==> src/rtl/ransac_memory_read_arbiter.sv <==
// Round-robin share of one AXI-Lite AR/R channel; AR issue lands 1 cycle after accept, R is a combinational pass-through.
// Backpressure: a grant needs a free AR slot and a free tag after this cycle's pop; R stalls follow the head owner's rready.
module ransac_memory_read_arbiter #(
  parameter int requester_count   = 2,
  parameter int memory_addr_width = 32,
  parameter int memory_data_width = 32,
  parameter int max_outstanding   = 8
) (
  input  logic                                         clock,
  input  logic                                         reset,
  input  logic [requester_count*memory_addr_width-1:0] req_araddr,
  input  logic [requester_count-1:0]                   req_arvalid,
  output logic [requester_count-1:0]                   req_arready,
  output logic [memory_data_width-1:0]                 req_rdata,
  output logic [1:0]                                   req_rresp,
  output logic [requester_count-1:0]                   req_rvalid,
  input  logic [requester_count-1:0]                   req_rready,
  output logic [memory_addr_width-1:0]                 memory_araddr,
  output logic                                         memory_arvalid,
  input  logic                                         memory_arready,
  input  logic [memory_data_width-1:0]                 memory_rdata,
  input  logic [1:0]                                   memory_rresp,
  input  logic                                         memory_rvalid,
  output logic                                         memory_rready,
  output logic [$clog2(max_outstanding):0]             outstanding_count,
  output logic                                         unexpected_response
);

  localparam int tag_width   = (requester_count > 1) ? $clog2(requester_count) : 1;
  localparam int ptr_width   = $clog2(max_outstanding);
  localparam int count_width = ptr_width + 1;

  typedef enum logic {ar_idle, ar_issue} ar_state_t;

  ar_state_t state, state_next;

  logic [tag_width-1:0]         tag_mem [max_outstanding];
  logic [ptr_width-1:0]         wr_ptr, rd_ptr;
  logic [count_width-1:0]       count, count_after_pop;
  logic [tag_width-1:0]         rr_ptr, grant_idx, head, idx;
  logic [requester_count-1:0]   grant;
  logic [memory_addr_width-1:0] addr_arr [requester_count];
  logic                         fifo_empty, fifo_room, can_issue, accept, pop;

  for (genvar g = 0; g < requester_count; g++) begin : g_addr
    assign addr_arr[g] = req_araddr[g*memory_addr_width +: memory_addr_width];
  end

  assign head       = tag_mem[rd_ptr];
  assign fifo_empty = (count == '0);

  // R beats go only to the owner of the oldest outstanding read.
  always_comb begin
    req_rvalid    = '0;
    memory_rready = 1'b0;
    if (!fifo_empty) begin
      req_rvalid[head] = memory_rvalid;
      memory_rready    = req_rready[head];
    end
  end

  assign req_rdata = memory_rdata;
  assign req_rresp = memory_rresp;
  assign pop       = !fifo_empty && memory_rvalid && memory_rready;

  // A slot freed by this cycle's pop can be reused immediately.
  assign count_after_pop = count - count_width'(pop);
  assign fifo_room       = count_after_pop < count_width'(max_outstanding);
  assign can_issue       = (state == ar_idle) || memory_arready;

  always_comb begin
    grant     = '0;
    grant_idx = '0;
    idx       = '0;
    if (can_issue && fifo_room) begin
      for (int k = 0; k < requester_count; k++) begin
        idx = tag_width'((int'(rr_ptr) + k) % requester_count);
        if (grant == '0 && req_arvalid[idx]) begin
          grant[idx] = 1'b1;
          grant_idx  = idx;
        end
      end
    end
  end

  assign req_arready = grant;
  assign accept      = |grant;

  always_comb begin
    state_next = state;
    case (state)
      ar_idle:  if (accept) state_next = ar_issue;
      ar_issue: if (!accept && memory_arready) state_next = ar_idle;
      default:  state_next = ar_idle;
    endcase
  end

  always_ff @(posedge clock) begin
    if (reset) begin
      state               <= ar_idle;
      memory_araddr       <= '0;
      wr_ptr              <= '0;
      rd_ptr              <= '0;
      count               <= '0;
      rr_ptr              <= '0;
      unexpected_response <= 1'b0;
    end else begin
      state <= state_next;
      if (accept) begin
        memory_araddr <= addr_arr[grant_idx];
        wr_ptr        <= wr_ptr + 1'b1;
        rr_ptr        <= (int'(grant_idx) == requester_count - 1) ? '0 : grant_idx + 1'b1;
      end
      if (pop) rd_ptr <= rd_ptr + 1'b1;
      count <= count + count_width'(accept) - count_width'(pop);
      if (fifo_empty && memory_rvalid) unexpected_response <= 1'b1;
    end
  end

  always_ff @(posedge clock) begin
    if (accept) tag_mem[wr_ptr] <= grant_idx;
  end

  assign memory_arvalid    = (state == ar_issue);
  assign outstanding_count = count;

endmodule

==> config.mk <==
export PLATFORM = sky130hd
export DESIGN_NAME = ransac_memory_read_arbiter
export DESIGN_NICKNAME = d
export VERILOG_FILES = /design/src/rtl/ransac_memory_read_arbiter.sv
export SDC_FILE = /design/constraint.sdc
export NUM_CORES = 1
export LEC_CHECK = 0
export ABC_AREA = 0
export CAP_MARGIN = 20
export CORE_ASPECT_RATIO = 2
export CORE_UTILIZATION = 33
export CTS_CLUSTER_DIAMETER = 40
export DETAILED_ROUTE_END_ITERATION = 16
export GPL_TIMING_DRIVEN = 0
export HOLD_SLACK_MARGIN = 0.06
export PLACE_DENSITY = 0.78
export SYNTH_ARGS = -nofsm -noshare
export SYNTH_HDL_FRONTEND = slang
export SYNTH_SLANG_ARGS = --single-unit
export TNS_END_PERCENT = 30
==> constraint.sdc <==
create_clock -name clock -period 3.12 [get_ports clock]
set_input_delay 0.468 -clock clock [delete_from_list [all_inputs] [get_ports clock]]
set_output_delay 0.468 -clock clock [all_outputs]
set_load 0.005 [all_outputs]
* Word-level counts from Yosys, hierarchy flattened *
Memories as Yosys holds them, arrays and structs flattened. A register that Yosys moved wholly into a read port is not among the register bits.
Cells that the tools add are included.

operators by class
  add/subtract/negate cells = 7
  $mul = 0
  div/mod/pow operators = 0
  magnitude comparators = 8
  eq/ne operators = 0
  shift operators = 0
  muxes and demuxes = 31
  bitwise gates (word level) = 4
  reduce and logical (&&, ||, !) cells = 15

operators with widths
  operator             count
  $mux 32              3
  $mux 1               17
  $mux 2               5
  $logic_and 1x1->1    9
  $sub 4x1->4          2
  $add 3x1->3 const B  2
  $lt 1x2->1 const B   3
  $mux 3               2
  $add 4x1->4          1
  $logic_not 4->1      1
  $lt 4x4->1 const B   1
  $demux 1 s1          3
  $ge 1x1->1 const B   3
  $add 1x1->1 const B  2
  $and 2x2->2          1
  $ge 2x2->1 const B   1
  $logic_not 1->1      2
  $logic_not 2->1      1
  $not 1->2            1
  $or 2x2->2           1
  $pmux 1 s2           1
  $reduce_or 2->1      1
  $logic_or 1x1->1     1
  $not 1->1            1

word-level totals
  bits in registers = 45
  latch bits = 0
  bits in writable memories = 8
  bits in read-only memories = 0
  input bits = 106
  output and inout port bits = 77
  word-level logic and storage cells = 73
  memories = 1

memories
  memory   depth  bits a word  rd ports  clocked after Yosys merged registers in  wr ports  RTL line  RTL
  tag_mem  8      1            1         1                                        1         37        logic [tag_width-1:0] tag_mem [max_outstanding];

* Logic depth before layout (Yosys ltp) *
  word-level depth = 17
  mapped depth = 14

* Worst setup path before layout *
Ideal clock, no wire load.

  kind = reg-to-reg
  start point = register count[3], in the netlist outstanding_count[3]
  end point = register count[2], in the netlist outstanding_count[2]
  arrival time = 2.939 ns
  required time = 2.992 ns
  setup slack = 0.053 ns
  stages on the path, launching flop included = 15
  path buffers = 0
  clock period less this slack = 3.067 ns
  cells stage by stage = dfxtp_1 inv_1 ha_1 nor2b_1 nor4b_2 mux2i_1 mux2i_2 inv_2 ha_1 inv_1 ha_1 inv_1 fa_1 xnor2_1 nor2_1

between the ends
  word-level cells in the longest chain between the ends = 11
  elaborated cells on any way between the ends = 12

RTL lines
  item                            RTL line  RTL
  start: declaration              39        logic [count_width-1:0] count, count_after_pop;
  start signal: assignment        115       count <= count + count_width'(accept) - count_width'(pop);
  $logic_not 4->1                 50        assign fifo_empty = (count == '0);
  $logic_not 1->1                 64        assign pop = !fifo_empty && memory_rvalid && memory_rready;
  $logic_and 1x1->1 (2 in a row)  64
  $sub 4x1->4                     67        assign count_after_pop = count - count_width'(pop);
  $lt 4x4->1                      68        assign fifo_room = count_after_pop < count_width'(max_outstanding);
  $logic_and 1x1->1               75        if (can_issue && fifo_room) begin
  $mux 2                          75
  $reduce_or 2->1                 87        assign accept = |grant;
  $add 4x1->4                     115
  $sub 4x1->4 *                   115

Mark *: on every way between the ends. The rest lies on a longest branch, timed or not.
A chain may end at the register's enable or synchronous reset.

* Worst setup path in the final report *
  start point = register count[3], in the netlist outstanding_count[3]
  end point = register count[3], in the netlist outstanding_count[3]

The elaborated chain is that of the path after synthesis.

==> impl_metrics.prom <==
# TYPE chip_impl_metric gauge
chip_impl_metric{name="mappedNetlistNets",unit=""} 407
chip_impl_metric{name="wl_per_cell",unit="um"} 15.5
chip_impl_metric{name="clock_skew",unit="ns"} 0.00653
chip_impl_metric{name="finalMaxSlewViolations",unit=""} 0
chip_impl_metric{name="number_of_setup_violations_in_the_final_report",unit=""} 0
chip_impl_metric{name="cts_htree_levels",unit=""} 2
chip_impl_metric{name="slowest_delay",unit="ns"} 0.39
chip_impl_info{name="root_buffer",value="clkbuf_16"} 1
chip_impl_info{name="worst_path_max_delay_cell",value="nor4b_4"} 1
chip_impl_metric{name="synth_sequential_area_ratio",unit="%"} 43.2
chip_impl_info{name="final_cell_mix",value="clkdlybuf4s50_1, dfxtp_1, inv_1, buf_4, a21oi_1"} 1
chip_impl_info{name="critical_path.endpoint_type",value="flip-flop"} 1
chip_impl_metric{name="critPathMaxFanout",unit=""} 5
chip_impl_metric{name="diodes",unit=""} 0
chip_impl_info{name="crit_chain",value="inv_1 > ha_1 > nor2b_2 > nor4b_4 > mux2i_2 > mux2i_4 > inv_4 > ha_2 > inv_1 > ha_1 > a21oi_1 > nor2_1 > or3_1 > a21oi_2"} 1
chip_impl_metric{name="row_count",unit=""} 47
chip_impl_metric{name="nets",unit=""} 569
chip_impl_metric{name="cellLeakagePower",unit="uW"} 0.00189
chip_impl_metric{name="post-dp-hpwl",unit="um"} 6580
chip_impl_metric{name="cp.required",unit="ns"} 3.34
chip_impl_metric{name="fraction_of_final_layout_cells_with_drive_strength_greater_than_1",unit="%"} 16.7
chip_impl_metric{name="max_cap_violations",unit=""} 0
chip_impl_metric{name="route.vias.total",unit=""} 2757
chip_impl_metric{name="numClockSinks",unit=""} 56
chip_impl_metric{name="initial_utilization",unit="%"} 33.8
chip_impl_metric{name="nFillCells",unit=""} 739
chip_impl_info{name="critPathLaunchType",value="flip-flop"} 1
chip_impl_info{name="status",value="completed"} 1
chip_impl_metric{name="wl",unit="um"} 8550
chip_impl_metric{name="global_route_wire_length_before_repair",unit="um"} 13000
chip_impl_metric{name="post-route-min-period",unit="ns"} 3.04
chip_impl_info{name="synth-main-ff-cell",value="dfxtp_1"} 1
chip_impl_info{name="clock_tree_from_tritoncts",value="yes"} 1
chip_impl_metric{name="timing.slew.headroom",unit="%"} 60.8
chip_impl_metric{name="syn_area_per_cell",unit="um^2"} 9.52
chip_impl_metric{name="area_delta_synth_final",unit="%"} 68.1
chip_impl_metric{name="via_count_of_the_first_global_routing_pass",unit=""} 2899
chip_impl_metric{name="ys_async_sr_fraction",unit="%"} 0
chip_impl_metric{name="antenna_found_initial",unit=""} 0
chip_impl_info{name="min-delay-path-class",value="reg2reg"} 1
chip_impl_metric{name="count_of_antenna_violating_nets_left_after_detailed_routing",unit=""} 0
chip_impl_metric{name="fraction_of_the_core_area_covered_by_cells_at_the_end_of_the_flow",unit="%"} 56.8
chip_impl_metric{name="insertion_delay",unit="ns"} 0.30
chip_impl_metric{name="grt_max_degree",unit=""} 18
chip_impl_metric{name="placed_cells_incl_taps",unit=""} 538
chip_impl_metric{name="final_hold_viol_count",unit=""} 0
chip_impl_info{name="layout_commonest_cell",value="clkdlybuf4s50_1"} 1
chip_impl_metric{name="swShare",unit="%"} 35.2
chip_impl_metric{name="clk_pin_slew",unit="ns"} 0.07
chip_impl_metric{name="max_freq",unit="GHz"} 0.329
chip_impl_metric{name="design.die.area",unit="mm^2"} 0.00882
chip_impl_metric{name="slew_at_the_pin_with_the_worst_max_slew_slack",unit="ns"} 0.588
chip_impl_metric{name="synthDistinctLibCells",unit=""} 30
chip_impl_metric{name="worst_ir_drop_vdd",unit="uV"} 427
chip_impl_metric{name="power.clock.fraction",unit="%"} 16.9
chip_impl_metric{name="floorplan.io_pins",unit=""} 183
chip_impl_metric{name="p_comb_share",unit="%"} 50.9
chip_impl_metric{name="synthesis.yosys.warnings",unit=""} 0
chip_impl_metric{name="overflow_left_after_global_routing",unit=""} 0
chip_impl_metric{name="numPortBuffers",unit=""} 148
chip_impl_metric{name="die-width",unit="um"} 66.9
chip_impl_metric{name="p_switching",unit="uW"} 1290
chip_impl_metric{name="pwr-share-seq",unit="%"} 32.3
chip_impl_metric{name="finalCritPeriodShare",unit="%"} 97.5
chip_impl_metric{name="clk_path_buf_depth",unit=""} 2
chip_impl_metric{name="netlist_instances",unit=""} 292
chip_impl_metric{name="syn_area",unit="mm^2"} 0.00278
chip_impl_metric{name="avgViaCountPerCell",unit=""} 4.99
chip_impl_metric{name="placeableCoreArea",unit="mm^2"} 0.00823
chip_impl_metric{name="initialDrtViolationCount",unit=""} 91
chip_impl_info{name="worstSetupPathType",value="reg2reg"} 1
chip_impl_metric{name="postSynthRegisterBits",unit=""} 56
chip_impl_metric{name="fin_ws",unit="ns"} 0.0795
chip_impl_metric{name="timing.setup.tns",unit="ns"} 0
chip_impl_metric{name="power.density",unit="mW/mm^2"} 786
chip_impl_metric{name="place_congestion",unit=""} 0.808
chip_impl_metric{name="internal-power",unit="uW"} 2380
chip_impl_metric{name="drcViolationCount",unit=""} 0
chip_impl_info{name="critical_path.top_delay_family",value="simple AND/OR/NAND/NOR gates"} 1
chip_impl_metric{name="tritoncts.num_buffers",unit=""} 5
chip_impl_metric{name="globalRouteTotalUtil",unit="%"} 19.2
chip_impl_metric{name="detail_route.first_pass.iterations",unit=""} 4
chip_impl_metric{name="post_layout_nonfiller_instances",unit=""} 553
chip_impl_metric{name="crit_arrival",unit="ns"} 3.26
chip_impl_info{name="rsz0062_at_grt",value="yes"} 1
chip_impl_metric{name="place_worst_setup_slack",unit="ns"} -0.700
chip_impl_metric{name="critical_path.n_buffers_inverters",unit=""} 3
chip_impl_metric{name="count_of_flip_flops_with_a_built_in_enable_after_synthesis",unit=""} 8
chip_impl_metric{name="die-height",unit="um"} 132
-- sequential cells by signal (all words and copies together) (netlist names), named ones only --
signal and cells:
rr_ptr 1, memory_araddr 32, wr_ptr 3, tag_mem 8
outstanding_count 4, unexpected_response 1, rd_ptr 3, memory_arvalid 1
-- power by group through the flow --
stage	logic (uW)	clock network [uW]	registers (uW)
final	1870	620	1190
after global routing	2020	657	1220
after CTS	1820	635	1180
after detailed placement	1720	0	1190
after global placement	1660	0	1180
after floorplan	841	0	1180
-- synthesized netlist by cell type (all sizes together), types with 5 or more instances --
cell type / n / area [um^2]
buf: 41 / 294
clkbuf: 8 / 30.0
xnor2: 5 / 43.8
inv: 44 / 165
nor3: 6 / 30.0
edfxtp: 8 / 240
ha: 8 / 100
o221ai: 32 / 280
dfxtp: 48 / 961
nor2: 17 / 63.8
mux2i: 8 / 121
nand2: 6 / 22.5
a21oi: 37 / 185
-- what timing repair did --
action,CTS,global route
gates resized for setup,12,12
gates cloned,0,0
hold endpoints to repair,0,0
pin swaps,2,2
buffers inserted,6,1
endpoints found under the setup margin,13,4
hold buffers,0,0
-- worst reg2reg max path, cell delays in order (launching register included) --
cell and delay (ns):
dfxtp_4 0.38, inv_1 0.09, ha_1 0.20, nor2b_2 0.19, nor4b_4 0.39, mux2i_2 0.32, mux2i_4 0.12, inv_4 0.07
ha_2 0.19, inv_1 0.06, ha_1 0.28, a21oi_1 0.14, nor2_1 0.06, or3_1 0.34, a21oi_2 0.14
-- routing by layer --
metal  track usage, %  up-vias  wire length, um
met4             6.62        0              112
met5                0        -                0
met2             38.9      149             5020
met1             17.4     1291             2760
li1                 -     1309                -
met3             3.81        8              661
-- through the flow --
step	hold WS, ns	power, uW	area [um^2]
6_report	0.498	3680	4670
2_1_floorplan	0.460	2030	2780
5_1_grt	0.553	3900	4670
3_5_place_dp	0.476	2910	4380
3_3_place_gp	0.452	2840	4380
4_1_cts	0.495	3640	4630
-- path summary, 6_finish.rpt --
check                       start                    to  slack [ns]  depth (start not counted)
max          outstanding_count[3]  outstanding_count[3]        0.08                         14
min           unexpected_response   unexpected_response        0.50                          2
max reg2reg  outstanding_count[3]  outstanding_count[3]        0.08                         14
min reg2reg   unexpected_response   unexpected_response        0.50                          2
-- area by class of cell --
cell class	count	area, um^2	area share (%)
Multi-Input combinational cell	143	1150	24.6
Inverter	44	168	3.59
Tap cell	98	123	2.62
Buffer	49	330	7.07
Sequential cell	56	1210	25.8
Clock inverter	1	8.76	0.187
Clock buffer	7	154	3.29
Timing Repair Buffer	155	1540	32.8
-- logic make-up (layout without fill, tap and decap cells) --
family | Yosys count | after routing | share of synthesized area, %
XOR/XNOR | 5 | 5 | 1.58
buffers and inverters | 93 | 256 | 17.6
AND/OR/NAND/NOR | 43 | 43 | 8.28
flip-flops | 56 | 56 | 43.2
adder cells (fa/ha/maj) | 9 | 9 | 4.32
AO/OA/AOI/OAI | 76 | 76 | 19.0
multiplexers | 10 | 10 | 5.99
No activity file was read; power rests on OpenSTA's default activity.
